[src/rtl/game_timer_ctrl.sv]
// -----------------------------------------------------------------------------
// game_timer_ctrl
//
// Round-clock controller. It gates the 1 ms tick into the external one-second
// timer and requests a clear of that timer on start, restart and stop. It
// counts one_sec_tick pulses down from ROUND_SECONDS and pulses time_up on
// expiry. Near the end of a round it raises warn and drives a blink phase for
// the HUD.
//
// Optional feature macro: GAME_TIMER_BCD_EN
//   defined   : sec_tens/sec_ones carry the registered BCD of seconds_left,
//               saturating at 99.
//   undefined : sec_tens/sec_ones are tied to 0.
//
// Ports
//   clk             system clock
//   rst             asynchronous reset, active low
//   one_milli_tick  1-cycle pulse every 1 ms
//   one_sec_tick    1-cycle pulse from the one-second timer
//   start           start or restart the round
//   pause           toggle pause
//   stop            abort to idle
//   ms_tick_gated   registered one_milli_tick while RUNNING
//   timer_clr       registered clear request for the one-second timer
//   seconds_left    remaining seconds
//   running/paused  state flags
//   time_up         1-cycle pulse on expiry
//   warn            end-of-round warning window
//   blink           HUD blink phase
//   sec_tens/ones   BCD digits of seconds_left
// -----------------------------------------------------------------------------
module game_timer_ctrl #(
   parameter int ROUND_SECONDS = 60,
   parameter int WARN_SECONDS  = 10,
   parameter int BLINK_MS      = 250,
   parameter int SEC_W         = 7
) (
   input  logic             clk,
   input  logic             rst,
   input  logic             one_milli_tick,
   input  logic             one_sec_tick,
   input  logic             start,
   input  logic             pause,
   input  logic             stop,
   output logic             ms_tick_gated,
   output logic             timer_clr,
   output logic [SEC_W-1:0] seconds_left,
   output logic             running,
   output logic             paused,
   output logic             time_up,
   output logic             warn,
   output logic             blink,
   output logic [3:0]       sec_tens,
   output logic [3:0]       sec_ones
);

   typedef enum logic [1:0] {
      S_IDLE    = 2'd0,
      S_RUNNING = 2'd1,
      S_PAUSED  = 2'd2,
      S_EXPIRED = 2'd3
   } state_e;

   localparam int               CNT_W    = (BLINK_MS > 1) ? $clog2(BLINK_MS) : 1;
   localparam logic [SEC_W-1:0] RELOAD   = SEC_W'(ROUND_SECONDS);
   localparam logic [CNT_W-1:0] CNT_LAST = CNT_W'(BLINK_MS - 1);

   state_e             state_q, state_d;
   logic [SEC_W-1:0]   seconds_left_q, seconds_left_d;
   logic               timer_clr_q, timer_clr_d;
   logic               ms_tick_gated_q, ms_tick_gated_d;
   logic               running_q, running_d;
   logic               paused_q, paused_d;
   logic               time_up_q, time_up_d;
   logic               warn_q, warn_d;
   logic               blink_q, blink_d;
   logic [CNT_W-1:0]   blink_cnt_q, blink_cnt_d;
   logic               restart;

   // Round state machine and countdown.
   always_comb begin
      // NOTE: every always_comb output gets a default first so no path can
      // leave it unassigned and infer a latch; blocking '=' is correct here.
      state_d        = state_q;
      seconds_left_d = seconds_left_q;
      timer_clr_d    = timer_clr_q;
      time_up_d      = 1'b0;
      restart        = 1'b0;

      unique case (state_q)
         S_IDLE: begin
            timer_clr_d    = 1'b1;
            seconds_left_d = RELOAD;
            if (start) begin
               state_d     = S_RUNNING;
               timer_clr_d = 1'b0;
            end
         end

         S_RUNNING: begin
            timer_clr_d = 1'b0;
            if (stop) begin
               state_d        = S_IDLE;
               seconds_left_d = RELOAD;
               timer_clr_d    = 1'b1;
            end else if (start) begin
               seconds_left_d = RELOAD;
               timer_clr_d    = 1'b1;
               restart        = 1'b1;
            end else begin
               if (one_sec_tick) begin
                  if (seconds_left_q == SEC_W'(1)) begin
                     state_d        = S_EXPIRED;
                     seconds_left_d = '0;
                     time_up_d      = 1'b1;
                     timer_clr_d    = 1'b1;
                  end else if (seconds_left_q != '0) begin
                     seconds_left_d = seconds_left_q - 1'b1;
                  end
               end
               // Pause coinciding with a tick keeps the decrement; expiry wins.
               if (pause && (state_d == S_RUNNING)) begin
                  state_d = S_PAUSED;
               end
            end
         end

         S_PAUSED: begin
            // Timer is not cleared so the sub-second phase survives the pause.
            timer_clr_d = 1'b0;
            if (stop) begin
               state_d        = S_IDLE;
               seconds_left_d = RELOAD;
               timer_clr_d    = 1'b1;
            end else if (start) begin
               state_d        = S_RUNNING;
               seconds_left_d = RELOAD;
               timer_clr_d    = 1'b1;
               restart        = 1'b1;
            end else if (pause) begin
               state_d = S_RUNNING;
            end
         end

         S_EXPIRED: begin
            timer_clr_d    = 1'b1;
            seconds_left_d = '0;
            if (stop) begin
               state_d        = S_IDLE;
               seconds_left_d = RELOAD;
            end else if (start) begin
               state_d        = S_RUNNING;
               seconds_left_d = RELOAD;
               timer_clr_d    = 1'b0;
            end
         end

         default: state_d = S_IDLE;
      endcase
   end

   // Gated tick, status flags, warning window and blink phase.
   always_comb begin
      ms_tick_gated_d = one_milli_tick && (state_q == S_RUNNING);
      running_d       = (state_d == S_RUNNING);
      paused_d        = (state_d == S_PAUSED);
      warn_d          = (running_d || paused_d) && (seconds_left_d != '0) &&
                        (int'(seconds_left_d) <= WARN_SECONDS);
      blink_d         = blink_q;
      blink_cnt_d     = blink_cnt_q;

      if (!warn_d) begin
         blink_d     = 1'b0;
         blink_cnt_d = '0;
      end else if (!warn_q || restart) begin
         blink_d     = 1'b1;
         blink_cnt_d = '0;
      end else if (ms_tick_gated_d) begin
         if (blink_cnt_q == CNT_LAST) begin
            blink_cnt_d = '0;
            blink_d     = !blink_q;
         end else begin
            blink_cnt_d = blink_cnt_q + 1'b1;
         end
      end
   end

   // NOTE: sequential state uses non-blocking '<=' so every flop samples the
   // pre-edge values regardless of statement order.
   always_ff @(posedge clk or negedge rst) begin
      if (!rst) begin
         state_q         <= S_IDLE;
         seconds_left_q  <= RELOAD;
         timer_clr_q     <= 1'b1;
         ms_tick_gated_q <= 1'b0;
         running_q       <= 1'b0;
         paused_q        <= 1'b0;
         time_up_q       <= 1'b0;
         warn_q          <= 1'b0;
         blink_q         <= 1'b0;
         blink_cnt_q     <= '0;
      end else begin
         state_q         <= state_d;
         seconds_left_q  <= seconds_left_d;
         timer_clr_q     <= timer_clr_d;
         ms_tick_gated_q <= ms_tick_gated_d;
         running_q       <= running_d;
         paused_q        <= paused_d;
         time_up_q       <= time_up_d;
         warn_q          <= warn_d;
         blink_q         <= blink_d;
         blink_cnt_q     <= blink_cnt_d;
      end
   end

   assign ms_tick_gated = ms_tick_gated_q;
   assign timer_clr     = timer_clr_q;
   assign seconds_left  = seconds_left_q;
   assign running       = running_q;
   assign paused        = paused_q;
   assign time_up       = time_up_q;
   assign warn          = warn_q;
   assign blink         = blink_q;

`ifdef GAME_TIMER_BCD_EN
   function automatic logic [7:0] to_bcd(input logic [SEC_W-1:0] v);
      int n;
      n = int'(v);
      if (n > 99) return 8'h99;
      return {4'(n / 10), 4'(n % 10)};
   endfunction

   localparam logic [7:0] BCD_RST = to_bcd(RELOAD);

   logic [7:0] bcd_q, bcd_d;

   always_comb bcd_d = to_bcd(seconds_left_q);

   always_ff @(posedge clk or negedge rst) begin
      if (!rst) bcd_q <= BCD_RST;
      else      bcd_q <= bcd_d;
   end

   assign sec_tens = bcd_q[7:4];
   assign sec_ones = bcd_q[3:0];
`else
   assign sec_tens = 4'd0;
   assign sec_ones = 4'd0;
`endif

endmodule

[config.mk]
export PLATFORM = sky130hd
export DESIGN_NAME = game_timer_ctrl
export DESIGN_NICKNAME = d
export VERILOG_FILES = /design/src/rtl/game_timer_ctrl.sv
export SDC_FILE = /design/constraint.sdc
export NUM_CORES = 1
export LEC_CHECK = 0
export ABC_CLOCK_PERIOD_IN_PS = 3000
export BUFFER_PORTS_ARGS = -buffer_cell sky130_fd_sc_hd__buf_2
export CORE_UTILIZATION = 52
export CTS_BUF_LIST = sky130_fd_sc_hd__clkbuf_8
export DETAILED_ROUTE_END_ITERATION = 12
export PLACE_DENSITY = 0.81
export REMOVE_ABC_BUFFERS = 1
export SLEW_MARGIN = 20
export SYNTH_ARGS = -nofsm -noshare
export SYNTH_HDL_FRONTEND = slang
export SYNTH_SLANG_ARGS = --single-unit
[constraint.sdc]
create_clock -name clk -period 3 [get_ports clk]
set_clock_uncertainty 0.15 [all_clocks]
set_input_delay 0 -clock clk [delete_from_list [all_inputs] [get_ports clk]]
set_output_delay 0 -clock clk [all_outputs]
set_load 0.1 [all_outputs]
==> impl_results.md, run 1 <==
* Adder-cell share of the synthesized area at 0.0814
* Final WL at 3980 µm
* Wire length of the first global-routing pass at 6290 µm
* Final core occ at 0.677
* Vias in the first global route at 1403
* FP Rows at 20
* Initial antenna violation count at 0
* Crit end category: flip-flop
* Synth cell types at 49
* Dpl cell area at 1900 µm²
* Gp weighted congestion at 0.911
* Post-synth EDFFs at 0
* Worst Tran Pin Value at 836 ps
* Layout cells sized above 1 at 0.332
* Largest family of logic cells by synthesized area: simple AND/OR/NAND/NOR gates
* Die X at 59.0 µm
* TritonRoute pass-1 iters at 4
* CTS tree: built
* Final instance area at 2080 µm²
* IO buf count at 20
* Vias per cell at 5.52
* Slew Limit Fails at 0
* Area share of the largest cell type after synthesis at 0.281
* Cells after DPL at 264
* Top-count cell post-synth: dfrtp_1
* Maximum resistive drop on vdd at 754 µV
* Die area at 3490 µm²
* CP bufs+invs at 2
* Status: completed
* Critical path's top delay family: simple AND/OR/NAND/NOR gates
* Synth area leaders: dfrtp_1 (28%), ha_1 (8.1%), dfstp_2 (7.8%)
* CP max-delay cell: or3_4
* ANT cells at 0
* Ys flop type: dfrtp_1
* Biggest register: blink_cnt_q
* Clock buffer depth at 2
* # clock sinks at 24
* Yosys top cell by area: dfrtp_1
* All-layer global routing usage at 0.240
* Largest register FFs at 8
* Core area at 3080 µm²
* Starting Density at 0.550
* Post-DP HPWL at 2900 µm
* Max FO, Critical Path at 11
* Synth Warn # at 0
* Required time worst endpoint at 3020 ps
* Minimum clock period at 2900 ps
* Synth cell count leaders: dfrtp_1 (19), nand2_1 (15), nor2_1 (15)
* Fin cells at 273
* DRT iter0 DRCs at 74
* Worst-path cell chain: inv_2 > ha_1 > buf_4 > nor2b_1 > a222oi_1 > o21ai_1 > ha_1 > a311o_1 > or3_4 > nor4_2
* IO Pins at 29
* Vias at 1506
* Leakage power at 0.919 nW
* Min-delay worst type: in2reg
* WL per Instance at 14.6 µm
* Filler cell count at 282
* CP Data Arrival Time at 2920 ps
* Final antenna-violating net count at 0
* GR Overflow Total at 0
* Post-Syn Area per Cell at 8.81 µm²
* Slew HR at 0.439
* Skew-Pair Late Insertion Delay at 260 ps
* Seq/Total Area, Yosys at 0.359
* Final hold violations at 0
* Post-synthesis xor/xnor area fraction at 0.0311
* Synth Area in Compound Gates at 0.198
* Ys async rst share at 1.00
* CP Class: reg2reg
* Max incr delay on CP at 440 ps
* Synthesized area at 1690 µm²
* H-tree depth at 1
* Post-synthesis simple-gate area fraction at 0.240
* Pwr Density at 810 nW/µm²
* Clock root buffer: clkbuf_8
* Setup-failing EPs final at 0
* CTS buffer count at 3
* Area grow syn2layout at 23.2%
* Largest net degree at the start of global routing at 25
* Clock-pin slew on the worst setup and hold paths at 80 ps
* DRC Markers at 0
* Multiplexer area fraction after synthesis at 0.00666
* Die H at 59.0 µm
* Cell count after synthesis at 192
* MaxCap Viol Count at 0
* Tcrit/Tclk final at 0.967
* FMAX at 345 MHz
* CP Launch Type: flip-flop
* Final #Nets at 248
* Critical Path Most Common Cell: ha_1
* Power Total at 1.69 mW
* Flops & latches, synth at 24
## layout by cell type, fill, tap and decap left out, types with 3 or more instances in the layout
cell type,n
clkbuf_8,3
a21oi_1,8
or3_4,3
buf_2,20
nor2_1,15
dfstp_2,5
o21ai_0,9
a211o_1,3
nand2_1,15
ha_2,3
xor2_1,3
nor2b_1,3
dfrtp_1,19
inv_1,11
xnor2_1,3
o21ai_1,3
nor3b_1,3
dlygate4sd3_1,3
or2_2,4
nor3_1,11
nor4_1,3
ha_1,8
buf_4,17
conb_1,8
nor4_2,3
## area by class of cell
cell class / instances / area [µm²] / area share
flip-flops and latches: 24 / 607 / 0.291
well taps: 44 / 55.1 / 0.0264
repair buffers: 40 / 258 / 0.124
inverters: 12 / 45.0 / 0.0216
multi-input cells: 149 / 1070 / 0.516
clock buffers: 3 / 41.3 / 0.0198
clock inverters: 1 / 3.75 / 0.00180
## metal layers
layer | share of wire | GRT usage | up-vias
met2 | 0.49 | 0.406 | 31
li1 | - | - | 755
met4 | 0.013 | 0.0816 | 0
met3 | 0.034 | 0.0284 | 7
met1 | 0.46 | 0.320 | 713
met5 | 0 | 0 | -
## path summary, 6_finish.rpt
check / slack (ps) / to / cells after the start / from
max: 100 / blink_cnt_q[2] / 10 / state_q[0]
min: 30 / running / 3 / stop
max reg2reg: 100 / blink_cnt_q[2] / 10 / state_q[0]
min reg2reg: 440 / blink_cnt_q[7] / 3 / blink_cnt_q[7]
max in group asynchronous: 2250 / seconds_left[3] / 2 / rst
min in group asynchronous: 90 / blink_cnt_q[3] / 2 / rst
## timing repair
action | in CTS | in global routing
hold endpoints to repair | 25 | 0
endpoints found under the setup margin | 5 | 9
pin swaps | 0 | 11
hold buffers | 3 | 0
buffers inserted | 0 | 1
cloned | 0 | 1
resized for setup | 1 | 21
## kinds of logic (layout without fill, tap and decap cells)
group                      Yosys count  in the layout
adders and majority gates           11             11
AOI/OAI and AO/OA                   46             46
buffers and inverters               27             56
muxes                                1              1
DFF                                 24             24
other                                1              8
xor gates and xnor gates             6              6
and+or+nand+nor                     76             77
## worst min-delay path: stages
cell	delay, ps
buf_2	120
o21ai_1	80
ha_1	200
## power breakdown
part           total (mW)  internal, mW  switching (mW)
combinational        1.08         0.307           0.770
clock               0.188        0.0913          0.0964
sequential          0.423         0.394          0.0291
## stage by stage
step                TNS (ps)  hold slack [ps]  setup WS, ps
finish                     0             27.3          97.8
global route           -17.1             63.6         -8.56
CTS                        0             25.3          61.5
detailed placement     -23.9             -146         -8.70
global placement           0             -150          79.7
floorplan              -5140             -446          -570
Power figures use the tool's default switching activity.
==> inputs of run 2 (changes only) <==
CORE_MARGIN = 8   (was unset)
==> impl_results.md, run 2 (synthesis gave the netlist of run 1 again) <==
* Most common cell after layout, fill and taps aside: buf_2 (unchanged)
* Final hold violations at 0 (unchanged)
* Leakage power at 0.945 nW (was 0.919 nW)
* Slew HR at 0.382 (was 0.439)
* Worst R2R Start: state_q[1] (was state_q[0])
* Core area at 3080 µm² (unchanged)
* Filler cell count at 248 (was 282)
* Minimum clock period at 2980 ps (was 2900 ps)
* CTS buffer count at 3 (unchanged)
* Tcrit/Tclk final at 0.994 (was 0.967)
* Area grow syn2layout at 27.6% (was 23.2%)
* CP Launch Type: flip-flop (unchanged)
* Layout cells sized above 1 at 0.358 (was 0.332)
* Largest register FFs at 8 (unchanged)
* Wire length of the first global-routing pass at 6690 µm (was 6290 µm)
* Pwr Density at 808 nW/µm² (was 810 nW/µm²)
* Clock-pin slew on the worst setup and hold paths at 80 ps (about the same)
* Setup-failing EPs final at 0 (unchanged)
* Slew Limit Fails at 0 (unchanged)
* IO Pins at 29 (unchanged)
* All-layer global routing usage at 0.155 (was 0.240)
* Fin cells at 276 (was 273)
* Die H at 73.0 µm (was 59.0 µm)
* RSZ-0062 raised after global routing: yes
* RR Endpoint: blink_cnt_q[6] (was blink_cnt_q[2])
* Crit end category: flip-flop (unchanged)
* Final instance area at 2160 µm² (was 2080 µm²)
* TritonRoute pass-1 iters at 4 (unchanged)
* CP max-delay cell: or3_4 (unchanged)
* Final WL at 4190 µm (was 3980 µm)
* FMAX at 335 MHz (was 345 MHz)
* WL per Instance at 15.2 µm (was 14.6 µm)
* ANT cells at 0 (unchanged)
* Max FO, Critical Path at 5 (was 11)
* R2R cell count at 8 (was 10)
* DRT iter0 DRCs at 63 (was 74)
* Commonest non-fill, non-tap cells in the layout: buf_2 (20), dfrtp_1 (18), buf_4 (18) (was buf_2 (20), dfrtp_1 (19), buf_4 (17))
* Initial antenna violation count at 0 (unchanged)
* Required time worst endpoint at 3020 ps (about the same)
* CP Data Arrival Time at 3000 ps (was 2920 ps)
* Vias at 1572 (was 1506)
* Min-delay worst type: in2reg (unchanged)
* Status: completed (unchanged)
* FP Rows at 20 (unchanged)
* GR Overflow Total at 0 (unchanged)
* CP Class: reg2reg (unchanged)
* Skew-Pair Late Insertion Delay at 270 ps (was 260 ps)
* Dpl cell area at 1880 µm² (was 1900 µm²)
* Gp weighted congestion at 0.860 (was 0.911)
* # clock sinks at 24 (unchanged)
* Clock buffer depth at 2 (unchanged)
* Max incr delay on CP at 470 ps (was 440 ps)
* Hold slack final at 55.4 ps (was 27.3 ps)
* Post-DP HPWL at 2950 µm (was 2900 µm)
* Largest net degree at the start of global routing at 25 (unchanged)
* End point of the critical path: blink_cnt_q[6] (was blink_cnt_q[2])
* IO buf count at 20 (unchanged)
* Final antenna-violating net count at 0 (unchanged)
* MaxCap Viol Count at 0 (unchanged)
* H-tree depth at 1 (unchanged)
* Die X at 73.0 µm (was 59.0 µm)
* Vias per cell at 5.70 (was 5.52)
* Vias in the first global route at 1466 (was 1403)
* Die area at 5330 µm² (was 3490 µm²)
* Worst Tran Pin Value at 920 ps (was 836 ps)
* Clock root buffer: clkbuf_8 (unchanged)
* Worst-path cell chain: ha_2 > or2_4 > a222oi_1 > o21ai_1 > ha_1 > a311o_1 > or3_4 > nor4_1 (was inv_2 > ha_1 > buf_4 > nor2b_1 > a222oi_1 > o21ai_1 > ha_1 > a311o_1 > or3_4 > nor4_2)
* Cells after DPL at 262 (was 264)
* DRC Markers at 0 (unchanged)
* Final #Nets at 251 (was 248)
* Maximum resistive drop on vdd at 585 µV (was 754 µV)
* HP Start: one_milli_tick (was stop)
* Starting Density at 0.550 (unchanged)
* Flop2flop setup slack at 20 ps (was 100 ps)
* PnR worst setup slack at 18.5 ps (was 97.8 ps)
* Setup crit start: state_q[1] (was state_q[0])
* Setup slack at placement at -34.7 ps (was -8.70 ps)
* Biggest register: blink_cnt_q (unchanged)
* CTS tree: built (unchanged)
[run 2: critical path: cells and delay by family (launching register included)]
family	cells	cell delay, ps
flip-flops	1	460
AND/OR/NAND/NOR	3	1000
AO/OA/AOI/OAI	3	760
adder cells (fa/ha/maj)	2	510
[run 2: layout make-up]
| type | count | area (µm²) | area share |
|---|---|---|---|
| multi-input combinational | 149 | 1110 | 0.514 |
| sequential | 24 | 608 | 0.282 |
| timing repair buffer | 43 | 287 | 0.133 |
| clock buffer | 4 | 55.1 | 0.0255 |
| tap | 44 | 55.1 | 0.0255 |
| inverter | 12 | 45.0 | 0.0209 |
[run 2: power by group]
part	switching (mW)	internal [mW]
combinational	0.758	0.319
sequential	0.0541	0.395
clock	0.101	0.117
[run 2: worst min path at each step]
stage | to | slack, ps | depth (start not counted)
after global placement | blink_cnt_q[7] | -140 | 1
after CTS | state_q[1] | 10 | 3
after detailed placement | blink_cnt_q[7] | -140 | 1
after floorplan | blink | -450 | 0
final | ms_tick_gated | 60 | 3
after global routing | ms_tick_gated | 110 | 3
[run 2: repair_timing]
item	in CTS	in global routing
pin swaps	0	10
setup buffers	0	5
hold endpoints to repair	25	1
setup endpoints to repair	5	9
cloned	0	1
gates resized for setup	1	32
hold buffers	3	1
[run 2: metrics by stage]
step	total power, mW	utilization	setup TNS, ps
finish	1.74	0.701	0
global route	1.84	0.701	-249
global placement	1.38	0.612	0
floorplan	1.16	-	-5140
CTS	1.61	0.641	0
detailed placement	1.38	0.612	-59.0
[run 2: layer usage]
| layer | global-route usage | share of wire | vias up |
|---|---|---|---|
| li1 | - | - | 767 |
| met5 | 0 | 0 | - |
| met1 | 0.198 | 0.46 | 759 |
| met2 | 0.255 | 0.49 | 41 |
| met3 | 0.0261 | 0.039 | 5 |
| met4 | 0.0511 | 0.010 | 0 |
==> inputs of run 3 (changes only) <==
PLACE_DENSITY = 0.78   (was 0.81)
==> impl_results.md, run 3 (synthesis gave the netlist of run 1 again) <==
* Required time worst endpoint at 3030 ps (was 3020 ps)
* Die area at 5330 µm² (unchanged)
* FP Rows at 20 (unchanged)
* Crit end category: flip-flop (unchanged)
* Tcrit/Tclk final at 0.969 (was 0.994)
* Largest register FFs at 8 (unchanged)
* Core area at 3080 µm² (unchanged)
* Wire length of the first global-routing pass at 6870 µm (was 6690 µm)
* Min-delay worst type: in2reg (unchanged)
* CP Data Arrival Time at 2940 ps (was 3000 ps)
* Die H at 73.0 µm (unchanged)
* Vias in the first global route at 1516 (was 1466)
* WL per Instance at 16.3 µm (was 15.2 µm)
* Final #Nets at 248 (was 251)
* Max incr delay on CP at 460 ps (was 470 ps)
* Skew-Pair Late Insertion Delay at 270 ps (about the same)
* Pwr Density at 837 nW/µm² (was 808 nW/µm²)
* # clock sinks at 24 (unchanged)
* Vias at 1611 (was 1572)
* Fin cells at 273 (was 276)
* Max FO, Critical Path at 5 (unchanged)
* CP max-delay cell: dfrtp_2 (was or3_4)
* Hold slack final at 14.5 ps (was 55.4 ps)
* CTS tree: built (unchanged)
* CP Class: reg2reg (unchanged)
* Setup-failing EPs final at 0 (unchanged)
* CP Launch Type: flip-flop (unchanged)
* Area grow syn2layout at 28.2% (was 27.6%)
* Worst Tran Pin Value at 837 ps (was 920 ps)
* Cells after DPL at 261 (was 262)
* DRT iter0 DRCs at 94 (was 63)
* All-layer global routing usage at 0.159 (was 0.155)
* Clock-pin slew on the worst setup and hold paths at 90 ps (was 80 ps)
* Commonest non-fill, non-tap cells in the layout: buf_2 (20), dfrtp_1 (18), nor2_1 (15), nand2_1 (15), buf_4 (14) (was buf_2 (20), dfrtp_1 (18), buf_4 (18))
* Status: completed (unchanged)
* Gp weighted congestion at 0.899 (was 0.860)
* Final core occ at 0.704 (was 0.701)
* FMAX at 344 MHz (was 335 MHz)
* IO Pins at 29 (unchanged)
* Layout cells sized above 1 at 0.362 (was 0.358)
* Most common cell after layout, fill and taps aside: buf_2 (unchanged)
* DRC Markers at 0 (unchanged)
* Filler cell count at 265 (was 248)
* Slew Limit Fails at 0 (unchanged)
* Maximum resistive drop on vdd at 765 µV (was 585 µV)
* Final WL at 4450 µm (was 4190 µm)
* IO buf count at 20 (unchanged)
* Starting Density at 0.550 (unchanged)
* ANT cells at 0 (unchanged)
* H-tree depth at 1 (unchanged)
* Setup TNS at 0 ps (unchanged)
* Slew HR at 0.438 (was 0.382)
* Biggest register: blink_cnt_q (unchanged)
* GR Overflow Total at 0 (unchanged)
* MaxCap Viol Count at 0 (unchanged)
* PnR worst setup slack at 92.8 ps (was 18.5 ps)
* TritonRoute pass-1 iters at 4 (unchanged)
* RSZ-0062 raised after global routing: yes (unchanged)
* Worst-path cell chain: ha_2 > or2_4 > a222oi_1 > o21ai_1 > ha_1 > a311o_1 > or3_4 > nor3_2 (was ha_2 > or2_4 > a222oi_1 > o21ai_1 > ha_1 > a311o_1 > or3_4 > nor4_1)
* Initial antenna violation count at 0 (unchanged)
* Dpl cell area at 1880 µm² (about the same)
* Clock root buffer: clkbuf_8 (unchanged)
* Post-DP HPWL at 3050 µm (was 2950 µm)
* Leakage power at 0.929 nW (was 0.945 nW)
* Final instance area at 2170 µm² (was 2160 µm²)
* Minimum clock period at 2910 ps (was 2980 ps)
* Die X at 73.0 µm (unchanged)
* Final hold violations at 0 (unchanged)
* Setup slack at placement at -111 ps (was -34.7 ps)
* Power Total at 1.82 mW (was 1.74 mW)
* Vias per cell at 5.90 (was 5.70)
* CTS buffer count at 3 (unchanged)
* Clock buffer depth at 2 (unchanged)
* Largest net degree at the start of global routing at 25 (unchanged)
* Final antenna-violating net count at 0 (unchanged)
[run 3: cell count changes in the layout (fill, tap and decap cells not counted), moves of 2 or more]
| cell | change |
|---|---|
| nor3_2 | +3 |
| o21ai_0 | +2 |
| nor4_2 | +2 |
| nor3_1 | -2 |
| buf_4 | -4 |
| o21ai_1 | -2 |
[run 3: cell type report]
type,count,area [µm²],area share
well taps,44,55.1,0.0254
flip-flops and latches,24,608,0.280
clock buffers,3,41.3,0.0190
repair buffers,40,268,0.123
inverters,12,45.0,0.0208
multi-input cells,149,1120,0.517
clock inverters,1,30.0,0.0138
[run 3: power breakdown]
group	switching (mW)	internal, mW	total (mW)
Clock	0.106	0.178	0.284
Combinational	0.767	0.316	1.08
Sequential	0.0526	0.395	0.448
[run 3: critical path: cells and delay by family (launching register included)]
kind                     cells  cell delay, ps
AND/OR/NAND/NOR              3             860
adder cells (fa/ha/maj)      2             530
AO/OA/AOI/OAI                3             830
flip-flops                   1             460
[run 3: repair_timing]
action / in CTS / in global routing
endpoints found under the hold margin: 25 / 1
endpoints found under the setup margin: 5 / 10
resized for setup: 2 / 31
setup buffers: 0 / 3
cloned: 0 / 1
hold buffers: 3 / 1
pin swaps: 0 / 12
[run 3: final timing paths]
path,endpoint,slack [ps],cells past startpoint,from
hold reg to reg,blink_cnt_q[7],470,3,blink_cnt_q[7]
setup reg to reg,blink_cnt_q[3],90,8,state_q[1]
hold / removal,seconds_left[3],10,3,one_sec_tick
setup / recovery,blink_cnt_q[3],90,8,state_q[1]
min in group asynchronous,ms_tick_gated,90,2,rst
max in group asynchronous,state_q[1],2240,2,rst
[run 3: layer usage]
layer	vias up	part of all wire	GRT usage
met3	16	0.050	0.0288
li1	756	-	-
met4	0	0.031	0.0800
met2	53	0.50	0.269
met1	786	0.42	0.187
met5	-	0	0
